**src/rtl/status_flags_pkg.sv**
```systemverilog
// Shared status-flag definitions, used by status_flags and the jump decision logic.
package status_flags_pkg;

  localparam int unsigned ZERO_IDX  = 0;
  localparam int unsigned NEG_IDX   = 1;
  localparam int unsigned CARRY_IDX = 2;
  localparam int unsigned STATUS_W  = 3;

  typedef enum logic [1:0] {
    STK_IDLE,
    STK_PUSH,
    STK_POP,
    STK_ILLEGAL
  } stk_op_e;

  // Push and pop together, push when full, or pop when empty are all rejected.
  function automatic stk_op_e decode_stk_op(input logic push, input logic pop,
                                            input logic full, input logic empty);
    stk_op_e op;
    if (push && pop)  op = STK_ILLEGAL;
    else if (push)    op = full  ? STK_ILLEGAL : STK_PUSH;
    else if (pop)     op = empty ? STK_ILLEGAL : STK_POP;
    else              op = STK_IDLE;
    return op;
  endfunction

endpackage

```
**src/rtl/status_flags_flag_stack.sv**
```systemverilog
// LIFO of saved status words with a saturating entry count.
// Callers must only assert push when not full and pop when not empty.
module flag_stack
  import status_flags_pkg::*;
#(
  parameter int unsigned DEPTH = 4
) (
  input  logic                clk,
  input  logic                rst,
  input  logic                push,
  input  logic                pop,
  input  logic [STATUS_W-1:0] wr_data,
  output logic [STATUS_W-1:0] rd_data,
  output logic                full,
  output logic                empty
);

  localparam int unsigned PTR_W = (DEPTH > 1) ? $clog2(DEPTH) : 1;
  localparam int unsigned CNT_W = PTR_W + 1;

  logic [CNT_W-1:0]    count_q, count_d;
  logic [STATUS_W-1:0] mem_q [DEPTH];
  logic [PTR_W-1:0]    wr_idx, top_idx;

  assign wr_idx  = count_q[PTR_W-1:0];
  assign top_idx = PTR_W'(count_q - CNT_W'(1));

  always_comb begin
    count_d = count_q;
    if (push)     count_d = count_q + CNT_W'(1);
    else if (pop) count_d = count_q - CNT_W'(1);
  end

  always_ff @(posedge clk or posedge rst) begin
    if (rst) count_q <= '0;
    else     count_q <= count_d;
  end

  // Storage is left uncleared by reset; only the count defines validity.
  always_ff @(posedge clk) begin
    if (push) mem_q[wr_idx] <= wr_data;
  end

  assign rd_data = mem_q[top_idx];
  assign full    = (count_q == CNT_W'(DEPTH));
  assign empty   = (count_q == '0);

endmodule

```
**src/rtl/status_flags.sv**
```systemverilog
// Registered Zero/Negative/Carry flags with masked update and optional save stack.
// Define FLAG_STACK_EN to build the push/pop stack; otherwise push/pop are ignored.
module status_flags
  import status_flags_pkg::*;
#(
  parameter int unsigned DATA_W      = 8,
  parameter int unsigned STACK_DEPTH = 4
) (
  input  logic                clk,
  input  logic                rst,
  input  logic [DATA_W-1:0]   alu_result,
  input  logic                alu_carry,
  input  logic                flag_we,
  input  logic [STATUS_W-1:0] flag_mask,
  input  logic                push,
  input  logic                pop,
  output logic [STATUS_W-1:0] status,
  output logic                stack_full,
  output logic                stack_empty,
  output logic                stack_err
);

  logic [STATUS_W-1:0] status_q, status_d;
  logic [STATUS_W-1:0] alu_flags, upd_flags;

  always_comb begin
    alu_flags            = '0;
    alu_flags[ZERO_IDX]  = (alu_result == '0);
    alu_flags[NEG_IDX]   = alu_result[DATA_W-1];
    alu_flags[CARRY_IDX] = alu_carry;
  end

  always_comb begin
    upd_flags = status_q;
    for (int unsigned i = 0; i < STATUS_W; i++) begin
      if (flag_we && flag_mask[i]) upd_flags[i] = alu_flags[i];
    end
  end

`ifdef FLAG_STACK_EN
  stk_op_e             stk_op;
  logic                stk_full, stk_empty;
  logic [STATUS_W-1:0] pop_data;
  logic                stack_err_q, stack_err_d;

  // A restore overrides the flag update; a push+pop conflict freezes status,
  // while other rejected requests still let the flag update through.
  always_comb begin
    stk_op      = decode_stk_op(push, pop, stk_full, stk_empty);
    status_d    = upd_flags;
    stack_err_d = 1'b0;
    case (stk_op)
      STK_POP: status_d = pop_data;
      STK_ILLEGAL: begin
        stack_err_d = 1'b1;
        if (push && pop) status_d = status_q;
      end
      default: ;
    endcase
  end

  flag_stack #(
    .DEPTH (STACK_DEPTH)
  ) u_flag_stack (
    .clk     (clk),
    .rst     (rst),
    .push    (stk_op == STK_PUSH),
    .pop     (stk_op == STK_POP),
    .wr_data (status_q),
    .rd_data (pop_data),
    .full    (stk_full),
    .empty   (stk_empty)
  );

  always_ff @(posedge clk or posedge rst) begin
    if (rst) stack_err_q <= 1'b0;
    else     stack_err_q <= stack_err_d;
  end

  assign stack_full  = stk_full;
  assign stack_empty = stk_empty;
  assign stack_err   = stack_err_q;
`else
  logic unused_stack_req;

  always_comb begin
    status_d = upd_flags;
  end

  assign unused_stack_req = push ^ pop;
  assign stack_full       = 1'b0;
  assign stack_empty      = 1'b1;
  assign stack_err        = 1'b0;
`endif

  always_ff @(posedge clk or posedge rst) begin
    if (rst) status_q <= '0;
    else     status_q <= status_d;
  end

  assign status = status_q;

endmodule
```
**config.mk**
```make
export PLATFORM = sky130hd
export DESIGN_NAME = status_flags
export DESIGN_NICKNAME = d
export VERILOG_FILES = /design/src/rtl/status_flags_pkg.sv /design/src/rtl/status_flags_flag_stack.sv /design/src/rtl/status_flags.sv
export SDC_FILE = /design/constraint.sdc
export NUM_CORES = 1
export LEC_CHECK = 0
export CAP_MARGIN = 10
export CELL_PAD_IN_SITES_DETAIL_PLACEMENT = 0
export CELL_PAD_IN_SITES_GLOBAL_PLACEMENT = 1
export CORE_AREA = 10 10 47 49
export DETAILED_ROUTE_END_ITERATION = 7
export DIE_AREA = 0 0 57 59
export DONT_BUFFER_PORTS = 1
export GPL_TIMING_DRIVEN = 0
export PLACE_DENSITY = 0.34
export SLEW_MARGIN = 40
export SYNTH_ARGS = -nofsm -noshare
export SYNTH_HDL_FRONTEND = slang
export SYNTH_SLANG_ARGS = --single-unit
export TNS_END_PERCENT = 20
```
**constraint.sdc**
```tcl
create_clock -name clk -period 1.15 [get_ports clk]
set_input_delay 0.1725 -clock clk [delete_from_list [all_inputs] [get_ports clk]]
set_output_delay 0.1725 -clock clk [all_outputs]
set_load 0.05 [all_outputs]
```
---- Yosys cells after proc, flatten, opt, wreduce, memory -nomap -nowiden ----
Cells that the tools add are included.
storage, ports and cells
  register bits ........................... 3
  bits in latches ......................... 0
  RAM bits ................................ 0
  memory bits (read-only) ................. 0
  bits of input ports ..................... 17
  word-level logic and storage cells ...... 7
  memories kept ........................... 0
cells by class
  add/sub/neg operators ................... 0
  multiply operators ...................... 0
  div/mod/pow operators ................... 0
  order comparisons ....................... 0
  equality and inequality tests ........... 0
  shift operators ......................... 0
  multiplexer cells ....................... 0
  bitwise operators ....................... 0
  reductions and logical operators ........ 4
operator list
  cell               count
  8-bit logical NOT  1
  1-bit logical AND  3

---- Depth between registers and ports, before layout ----
  word-level depth ........................ 1
  gate-level depth with buffers ........... 2

---- Worst setup path after synthesis ----
Ideal clock, no wire load.
  kind .................................... register to register
  from .................................... register, netlist name status[0]
  to ...................................... register status_q[0] (netlist: status[0])
  setup time .............................. 0.120 ns
  arrival ................................. 0.923 ns
  data required time ...................... 1.030 ns
  path slack .............................. 0.107 ns
  stages on the path, launching flop included .. 3
  buffers on the path ..................... 0
  cell sequence ........................... dfrtp_1 -> a21boi_0 -> a41o_1
RTL lines
  what                    line                text
  end signal: assignment  status_flags.sv:98  else status_q <= status_d;
  end: declaration        status_flags.sv:23  logic [STATUS_W-1:0] status_q, status_d;

==> flow_metrics.env <==
export IMPL_row_count=14
export IMPL_io_buffers=0
export IMPL_largest_register_ff_count=3
export IMPL_layout_filler_cells=164
export IMPL_ys_seq_area_frac=0.420
export IMPL_timing_critical_path_cells="a21boi_0 -> a41o_1"
export IMPL_required_ns=1.27
export IMPL_first_global_vias=163
export IMPL_global_route_total_usage_across_every_layer=0.0377
export IMPL_n_antenna_cell=0
export IMPL_syn_area_um2=179
export IMPL_timing_hold_worst_class="in -> reg"
export IMPL_setup_worst_path_start_class="flop"
export IMPL_proportion_of_layout_cells_with_a_drive_suffix_above_1=0.348
export IMPL_unrepaired_setup_endpoints_after_global_routing="no"
export IMPL_synth_ff_latch_count=3
export IMPL_setup_worst_path_class="reg -> reg"
export IMPL_vdd_drop_max_mv=0.733
export IMPL_finalCritPeriodShare=0.944
export IMPL_p_per_area_nw_per_um2=1700
export IMPL_start_util=0.128
export IMPL_wl_per_cell_um=14.4
export IMPL_route_top_layer_used="met3"
export IMPL_routed_wl_met3_um=163
export IMPL_vias=143
export IMPL_grt_remaining_overflow=0
export IMPL_grt_antenna_before_repair=0
export IMPL_worstSetupEndpointType="flop"
export IMPL_clk_pin_slew_ns=0.04
export IMPL_netlist_top_cells_count="buf_4 (3), dfrtp_1 (3), conb_1 (2), nand2_1 (2)"
export IMPL_cts_root_buffer="clkbuf_4"
export IMPL_finalSetupViolCount=0
export IMPL_postCtsSetupRepairBufs=0
export IMPL_globalplace_congestion=0.561
export IMPL_cts_max_level=1
export IMPL_yosys_area_top_type_share=0.420
export IMPL_met2WireLength_um=195
export IMPL_core_region_area_um2=1400
export IMPL_cts_num_sinks=3
export IMPL_die_w_um=57
export IMPL_drcViolationCount=0
export IMPL_placement_cell_area_um2=203
export IMPL_timing_critical_path_slowest_stage_cell="dfrtp_1"
export IMPL_routed_via_density=3.67
export IMPL_drv_cap=0
export IMPL_design_final_nets=41
export IMPL_synth_unique_cells=11
export IMPL_syn_area_cell_um2=10.5
export IMPL_netlist_top_cells_area="dfrtp_1 (42%), buf_4 (13%), mux2_4 (8.4%), nor4_2 (7.0%), mux2_1 (6.3%)"
export IMPL_cts_tree="done"
export IMPL_postSynth_asyncResetShare=1.00
export IMPL_total_leakage_power_nw=0.118
export IMPL_maximum_number_of_pins_on_one_net_before_global_route_repair=5
export IMPL_pin_count=23
export IMPL_syn_inst=17
export IMPL_grt_pass1_wl_um=814
export IMPL_finalCriticalPeriod_ns=1.09
export IMPL_syn_to_final_growth_pct=33.6
export IMPL_insertion_delay_ns=0.23
export IMPL_ys_dominant_reg_cell="dfrtp_1"
export IMPL_cp_slowest_stage_delay_ns=0.56
export IMPL_fmax_mhz=921
export IMPL_finalHoldViolCount=0
export IMPL_arrival_ns=1.21
export IMPL_numCtsBuffers=3
export IMPL_synth_enable_flop_cells=0
export IMPL_status="complete, no violations"
export IMPL_first_pass_iters=2
export IMPL_full_die_area_um2=3360
export IMPL_cell_type_with_the_largest_total_area_after_synthesis="dfrtp_1"
export IMPL_met1_routed_length_um=202
export IMPL_slew_viol_final=0
export IMPL_die_height_um=59
export IMPL_skew_ns=0
export IMPL_path_max_fanout=2
export IMPL_drtIter0Drc=1
export IMPL_synthesis_yosys_warnings=0
export IMPL_wl_um=560
export IMPL_antenna_violating_nets_post_route=0
export IMPL_setup_tns_final_ns=0
export IMPL_clock_tree_buffer_depth=2
export IMPL_post_layout_instance_area_um2=239
==> final timing paths <==
check                         startpoint        end  slack [ns]  cells past startpoint
setup / recovery               status[0]  status[0]        0.06                      2
hold / removal             alu_result[7]  status[1]        0.08                      1
setup reg to reg               status[0]  status[0]        0.06                      2
hold reg to reg                status[1]  status[1]        0.88                      1
max in group asynchronous            rst  status[1]        0.77                      2
min in group asynchronous            rst  status[2]        0.24                      2
==> area by class of cell <==
| cell class | count | area (µm²) | area share |
|---|---|---|---|
| repair buffers | 1 | 10.0 | 0.0419 |
| clock buffers | 4 | 26.3 | 0.110 |
| well taps | 16 | 20.0 | 0.0838 |
| plain buffers | 3 | 22.5 | 0.0942 |
| inverters | 1 | 3.75 | 0.0157 |
| flip-flops and latches | 3 | 75.1 | 0.314 |
| multi-input cells | 11 | 81.3 | 0.340 |
==> cell families after synthesis <==
logic type / count (synthesis) / share of synthesized area
and+or+nand+nor: 4 / 0.147
buffers and inverters: 4 / 0.147
DFF: 3 / 0.420
AOI/OAI and AO/OA: 2 / 0.0979
muxes: 2 / 0.147
other: 2 / 0.0420
==> worst max-delay path: cells and delay by family (launching register included) <==
family | cells | cell delay [ns]
flops | 1 | 0.56
compound gates | 2 | 0.41
==> repair_timing <==
action / 4_1_cts / 5_1_grt
hold buffers: 1 / 0
gates resized for setup: 0 / 0
endpoints found under the hold margin: 3 / 0
==> per-layer routing <==
metal  track usage  vias to the layer above
li1              -                       63
met1        0.0347                       61
met2        0.0295                       19
met3        0.0579                        0
met4        0.0403                        0
met5             0                        -
==> through the flow <==
step	power [mW]	setup slack (ns)	std cells	hold WS, ns	util
6_report	0.407	0.0642	39	0.0751	0.171
5_1_grt	0.437	0.0378	39	0.0684	0.171
4_1_cts	0.417	0.0534	39	0.0715	0.171
3_5_place_dp	0.214	0.0586	34	-0.0571	0.145
3_3_place_gp	0.213	0.0711	34	-0.0597	0.145
2_1_floorplan	0.208	0.107	18	-0.0739	-
==> cells in the final DEF, fill, tap and decap left out <==
cell and count:
conb_1 3, nand2_1 2, dlygate4sd3_1 1, a41o_1 1
a21boi_0 1, clkbuf_4 3, mux2_1 1, inv_1 1
nor4_2 1, clkbuf_1 1, buf_4 3, nor4_1 1
dfrtp_1 3, mux2_4 1
==> report_power, final <==
group          switching [mW]  leakage, nW  internal [mW]  total (mW)
sequential             0.0469       0.0374          0.116       0.163
combinational          0.0296       0.0657         0.0222      0.0517
clock                  0.0614       0.0150          0.130       0.192
Note: power is estimated with default switching activity, not from simulation.
